File: config.mk
export PLATFORM = sky130hd
export DESIGN_NAME = lane_motion_scheduler_flat
export DESIGN_NICKNAME = d
export VERILOG_FILES = /design/src/rtl/lane_motion_scheduler_if.sv /design/src/rtl/lane_motion_scheduler.sv /design/src/flat_wrapper.sv
export SDC_FILE = /design/constraint.sdc
export NUM_CORES = 1
export LEC_CHECK = 0
export BUFFER_PORTS_ARGS = -buffer_cell sky130_fd_sc_hd__buf_2
export CAP_MARGIN = 5
export CELL_PAD_IN_SITES_DETAIL_PLACEMENT = 1
export CELL_PAD_IN_SITES_GLOBAL_PLACEMENT = 2
export CORE_MARGIN = 2
export CORE_UTILIZATION = 38
export CTS_CLUSTER_DIAMETER = 50
export DETAILED_ROUTE_END_ITERATION = 16
export PLACE_DENSITY_LB_ADDON = 0.25
export SLEW_MARGIN = 20
export SYNTH_ARGS = -nofsm -noshare
export SYNTH_HDL_FRONTEND = slang
export SYNTH_SLANG_ARGS = --single-unit
File: constraint.sdc
create_clock -name Clk -period 15.6 [get_ports Clk]
set_input_delay 3.12 -clock Clk [delete_from_list [all_inputs] [get_ports Clk]]
set_output_delay 3.12 -clock Clk [all_outputs]
set_load 0.005 [all_outputs]
File: src/rtl/lane_motion_scheduler_if.sv
// Control and position bundle between the game logic and lane_motion_scheduler.
// Car_X is indexed [row][slot]; every field is sampled or driven on Clk.
interface lane_motion_scheduler_if;
    logic                   frame_tick;
    logic                   Run;
    logic                   Freeze;
    logic [3:0][3:0]        Row_Period;
    logic [3:0][3:0]        Row_Step;
    logic [3:0]             Row_Dir;
    logic [3:0][3:0][10:0]  Car_X;
    logic                   Busy;
    logic                   Update_Done;
    logic                   Overrun;

    modport master (
        output frame_tick, Run, Freeze, Row_Period, Row_Step, Row_Dir,
        input  Car_X, Busy, Update_Done, Overrun
    );

    modport slave (
        input  frame_tick, Run, Freeze, Row_Period, Row_Step, Row_Dir,
        output Car_X, Busy, Update_Done, Overrun
    );
endinterface

File: src/rtl/lane_motion_scheduler.sv
// Per-frame X stepper for 16 car slots (4 rows x 4 slots).
// One shared add/wrap unit is walked over the slots by a small FSM.
module lane_motion_scheduler #(
    parameter int WRAP_X       = 720,
    parameter int SLOT_SPACING = 180,
    parameter int ROW_STAGGER  = 40
) (
    input  logic                    Clk,
    input  logic                    Reset_n,
    lane_motion_scheduler_if.slave  io
);

    typedef enum logic [1:0] {IDLE, DIV, MOVE, DONE} state_t;

    localparam logic [11:0] WRAP = 12'(WRAP_X);

    state_t                 state;
    logic [3:0][3:0]        cnt;
    logic [3:0]             mv;
    logic [3:0]             idx;
    logic                   pending;
    logic [3:0][3:0][10:0]  car_x;
    logic                   busy;
    logic                   done;
    logic                   overrun;

    logic                   accept;
    logic [1:0]             row;
    logic [10:0]            cur;
    logic [11:0]            wide;
    logic [11:0]            step;
    logic [11:0]            sum;
    logic [10:0]            nxt;

    assign accept = io.frame_tick & io.Run & ~io.Freeze;
    assign row    = idx[3:2];

    always_comb begin
        cur  = car_x[row][idx[1:0]];
        wide = {1'b0, cur};
        step = {8'h00, io.Row_Step[row]};
        sum  = wide + step;
        if (io.Row_Dir[row])
            nxt = 11'((sum >= WRAP) ? sum - WRAP : sum);
        else
            nxt = 11'((wide < step) ? wide + WRAP - step : wide - step);
    end

    always_ff @(posedge Clk or negedge Reset_n) begin
        if (!Reset_n) begin
            state   <= IDLE;
            cnt     <= '0;
            mv      <= '0;
            idx     <= '0;
            pending <= 1'b0;
            busy    <= 1'b0;
            done    <= 1'b0;
            overrun <= 1'b0;
            for (int r = 0; r < 4; r++)
                for (int s = 0; s < 4; s++)
                    car_x[r][s] <= 11'(s * SLOT_SPACING + r * ROW_STAGGER);
        end else begin
            done <= 1'b0;
            unique case (state)
                IDLE: begin
                    if (accept) begin
                        state <= DIV;
                        busy  <= 1'b1;
                    end
                end
                DIV: begin
                    for (int r = 0; r < 4; r++) begin
                        if (cnt[r] >= io.Row_Period[r]) begin
                            cnt[r] <= '0;
                            mv[r]  <= 1'b1;
                        end else begin
                            cnt[r] <= cnt[r] + 4'd1;
                            mv[r]  <= 1'b0;
                        end
                    end
                    idx   <= '0;
                    state <= MOVE;
                end
                MOVE: begin
                    if (mv[row])
                        car_x[row][idx[1:0]] <= nxt;
                    idx <= idx + 4'd1;
                    if (idx == 4'd15) begin
                        state <= DONE;
                        done  <= 1'b1;
                    end
                end
                DONE: begin
                    // a tick landing in DONE with nothing queued starts the next pass directly
                    if (pending || accept) begin
                        state <= DIV;
                    end else begin
                        state <= IDLE;
                        busy  <= 1'b0;
                    end
                end
                default: state <= IDLE;
            endcase

            if (state == DONE) begin
                pending <= pending & accept;
            end else if (state != IDLE && accept) begin
                if (pending)
                    overrun <= 1'b1;
                else
                    pending <= 1'b1;
            end
        end
    end

    assign io.Car_X       = car_x;
    assign io.Busy        = busy;
    assign io.Update_Done = done;
    assign io.Overrun     = overrun;

endmodule

File: src/flat_wrapper.sv
// flat-port wrapper written by rule: the top's interface ports become plain ports
module lane_motion_scheduler_flat 
#(
    parameter int WRAP_X       = 720,
    parameter int SLOT_SPACING = 180,
    parameter int ROW_STAGGER  = 40
)
  (Clk, Reset_n, io_frame_tick, io_Run, io_Freeze, io_Row_Period, io_Row_Step, io_Row_Dir, io_Car_X, io_Busy, io_Update_Done, io_Overrun);
  lane_motion_scheduler_if io_i ();
  input  logic Clk;
  input  logic Reset_n;
  input wire logic [$bits(io_i.frame_tick)-1:0] io_frame_tick;
  input wire logic [$bits(io_i.Run)-1:0] io_Run;
  input wire logic [$bits(io_i.Freeze)-1:0] io_Freeze;
  input wire logic [$bits(io_i.Row_Period)-1:0] io_Row_Period;
  input wire logic [$bits(io_i.Row_Step)-1:0] io_Row_Step;
  input wire logic [$bits(io_i.Row_Dir)-1:0] io_Row_Dir;
  output wire logic [$bits(io_i.Car_X)-1:0] io_Car_X;
  output wire logic [$bits(io_i.Busy)-1:0] io_Busy;
  output wire logic [$bits(io_i.Update_Done)-1:0] io_Update_Done;
  output wire logic [$bits(io_i.Overrun)-1:0] io_Overrun;
  assign io_i.frame_tick = io_frame_tick;
  assign io_i.Run = io_Run;
  assign io_i.Freeze = io_Freeze;
  assign io_i.Row_Period = io_Row_Period;
  assign io_i.Row_Step = io_Row_Step;
  assign io_i.Row_Dir = io_Row_Dir;
  assign io_Car_X = io_i.Car_X;
  assign io_Busy = io_i.Busy;
  assign io_Update_Done = io_i.Update_Done;
  assign io_Overrun = io_i.Overrun;
  lane_motion_scheduler #(.WRAP_X(WRAP_X), .SLOT_SPACING(SLOT_SPACING), .ROW_STAGGER(ROW_STAGGER)) u_core (.Clk(Clk), .Reset_n(Reset_n), .io(io_i));
endmodule
==> results.toml <==
[layout]
antenna_cells = 0
drive_above_1_share_pct = 33.5
syn_to_final_growth_pct = 20.9
final_cell_area_um2 = 14200
finish.net_count = 1449
instances_no_fill = 1774

[setup_path]
r2r_cells = 17
start_kind = "input pin"
regToRegSetupSlack_ps = 9000
worst_setup_path_end_kind = "flop"
cp-endpoint = "u_core.io.Car_X[84]"
cp_max_fo = 16
cp.required_ps = 16000
reg2reg_from = "u_core.idx[2]"
startpoint = "io_Row_Step[13]"
r2r-end = "u_core.io.Car_X[84]"
crit_type = "input pin to flop"
worstPathArrival_ps = 7530

[timing]
worst_slew_pin_slew_ps = 1050
relSlewSlack_pct = 29.8
hold_viol_final = 0
skew_ps = 13.5
totalNegativeSetupSlack_ps = 0
setup_viol = 0
maxSlewViolCount = 0
max_freq_ghz = 0.140
min_period_over_period_pct = 45.7
fin_crit_ps = 7130
rsz0062_at_grt = "no"

[synth]
syn-instance-count = 1166
synth_top_area_share_pct = 32.1
ys_types = 81
synthesis.nets = 1262
yosys.area.top_type = "dfrtp_1"
synth.avg_cell_area_um2 = 10.1
ys.flop_type = "dfrtp_1"
synth.top_cells.by_area = "dfrtp_1, dfstp_2, mux4_2"
ys_ff_latch = 206
yosysMostFrequentCell = "nand2_1"
synthArstFlopShare_pct = 100
ys_seq_area_share_pct = 44.3
synth_edf_count = 0
syn-cell-area_um2 = 11800
synthTopCellsByCount = "nand2_1, dfrtp_1, o21ai_0"
yosysWarnings = 0

[route]
vias = 9718
drt_iter0_drc = 406
avgViaCountPerCell = 5.48
wl_um = 39000
drtAntennaViolNets = 0
drc = 0
dr.pass1.iters = 5
post_drt_wl_per_cell_um = 22.0

[clock_network]
cts_tree = "done"
clk_latency_ps = 560
post_cts_buffers = 0
cts_inserted_buffers = 31
clockBufferDepth = 3
cts_resized = 0
numClockSinks = 206
cts_root_buffer = "clkbuf_16"
postCtsHoldBufs = 0
cts_max_level = 1
clkTransAtPathRegs_ps = 60

[place]
dpl_cell_area_um2 = 13100
place_inst = 1716
gp_congestion = 0.860
io_buffers = 219
dp_hpwl_um = 29000

[grt]
use_met3_pct = 5.15
antenna_found_initial = 0
grt_max_degree = 84
grt_pass1_wl_um = 61500
use_met1_pct = 30.7
grt_overflow = 0
busiest_layer = "met2"
grt_pass1_vias = 10300
use_met2_pct = 41.6
grt_use_total_pct = 24.1

[job]
max_cap_viol_count = 0

[floorplanning]
rows = 64
die_area_um2 = 32400
io_pins = 220
die_h_um = 180
floorplan.initialDensity_pct = 38.5
die_w_um = 180
core_um2 = 30600

[pwr]
irDropWorstVdd_mv = 0.102
power.density_nw_per_um2 = 209
p_leak_nw = 6.36

[hold_path]
hold_class = "flop to flop"

[status]
outcome = "finished, final reports clean"
## registers in the layout, indices dropped and copies added (netlist names)
signal / flops
u_core.cnt: 16
u_core.io.Car_X: 176
u_core.mv: 4
u_core.state: 2
u_core.pending: 1
u_core.io.Overrun: 1
u_core.io.Busy: 1
u_core.idx: 4
u_core.io.Update_Done: 1
## worst min path at each step
stage / slack (ps) / start / to / cells past startpoint
detailed placement: 440 / u_core.io.Overrun / u_core.io.Overrun / 1
finish: 450 / u_core.io.Overrun / u_core.io.Overrun / 1
global route: 480 / u_core.io.Car_X[148] / u_core.io.Car_X[148] / 2
global placement: 440 / u_core.io.Overrun / u_core.io.Overrun / 1
CTS: 460 / u_core.io.Overrun / u_core.io.Overrun / 1
floorplan: 450 / u_core.io.Overrun / u_core.io.Overrun / 1
## worst max-delay path, cell delays in order
cell       delay, ps
buf_2            100
mux4_2           470
ha_1             330
a21o_1           190
a21oi_1          420
o21ba_2          270
nor2_1            70
xnor2_1          260
ha_1             190
nand3_1           90
nor3_1           230
o221ai_1         230
a2111oi_4        430
nor2_2           170
o311ai_4         790
a21oi_1          170
## area by class of cell
class	count	area (um2)
Timing Repair Buffer	235	1220
Inverter	58	218
Multi-Input combinational cell	821	5930
Tap cell	396	495
Sequential cell	206	5230
Clock buffer	37	838
Fill cell	3488	16300
Clock inverter	21	312
## per-stage QoR
stage / hold WS (ps) / worst slack (ps) / power (mW) / utilization (%)
floorplan: 451 / 8960 / 1.76 / -
global placement: 440 / 8160 / 2.17 / 42.8
detailed placement: 441 / 7950 / 2.19 / 42.8
CTS: 456 / 8540 / 2.99 / 46.6
global route: 485 / 8220 / 3.17 / 46.6
finish: 451 / 8470 / 2.97 / 46.6
## cells in the final DEF (no fill, tap or decap), types with 6 or more instances in the layout
master and n:
a211oi_1 6, a21o_1 12, a21oi_1 53, a31oi_1 10, and2_1 16, buf_2 218, buf_4 16, bufinv_16 7
clkbuf_16 31, dfrtp_1 149, dfstp_2 55, ha_1 50, inv_1 53, mux2_2 20, mux2i_1 10, mux4_2 49
nand2_1 214, nand2b_1 8, nand3_1 31, nor2_1 48, nor2b_1 7, nor3_1 8, o21a_1 6, o21ai_0 95
o21ai_1 54, o21ai_2 8, o22ai_1 7, o31ai_1 7, o31ai_2 10, xnor2_1 8
## metal layers
| layer | up-vias | routed length, um |
|---|---|---|
| met5 | - | 0 |
| met4 | 0 | 988 |
| met3 | 53 | 2110 |
| met2 | 217 | 19300 |
| met1 | 4927 | 16600 |
| li1 | 4521 | - |
## cell families after synthesis
group	Yosys count	share of synthesized area [%]
buffers and inverters	139	5.38
multiplexers	81	12.5
flip-flops	206	44.3
AND/OR/NAND/NOR	357	13.2
XOR/XNOR	9	0.669
adder cells (fa/ha/maj)	55	6.16
AO/OA/AOI/OAI	319	17.8
## power breakdown
| group | internal [mW] | leakage, nW | switching, mW |
|---|---|---|---|
| Combinational | 0.503 | 3.66 | 0.987 |
| Sequential | 0.627 | 2.14 | 0.0816 |
| Clock | 0.501 | 0.556 | 0.272 |
Power figures use the tool's default switching activity.
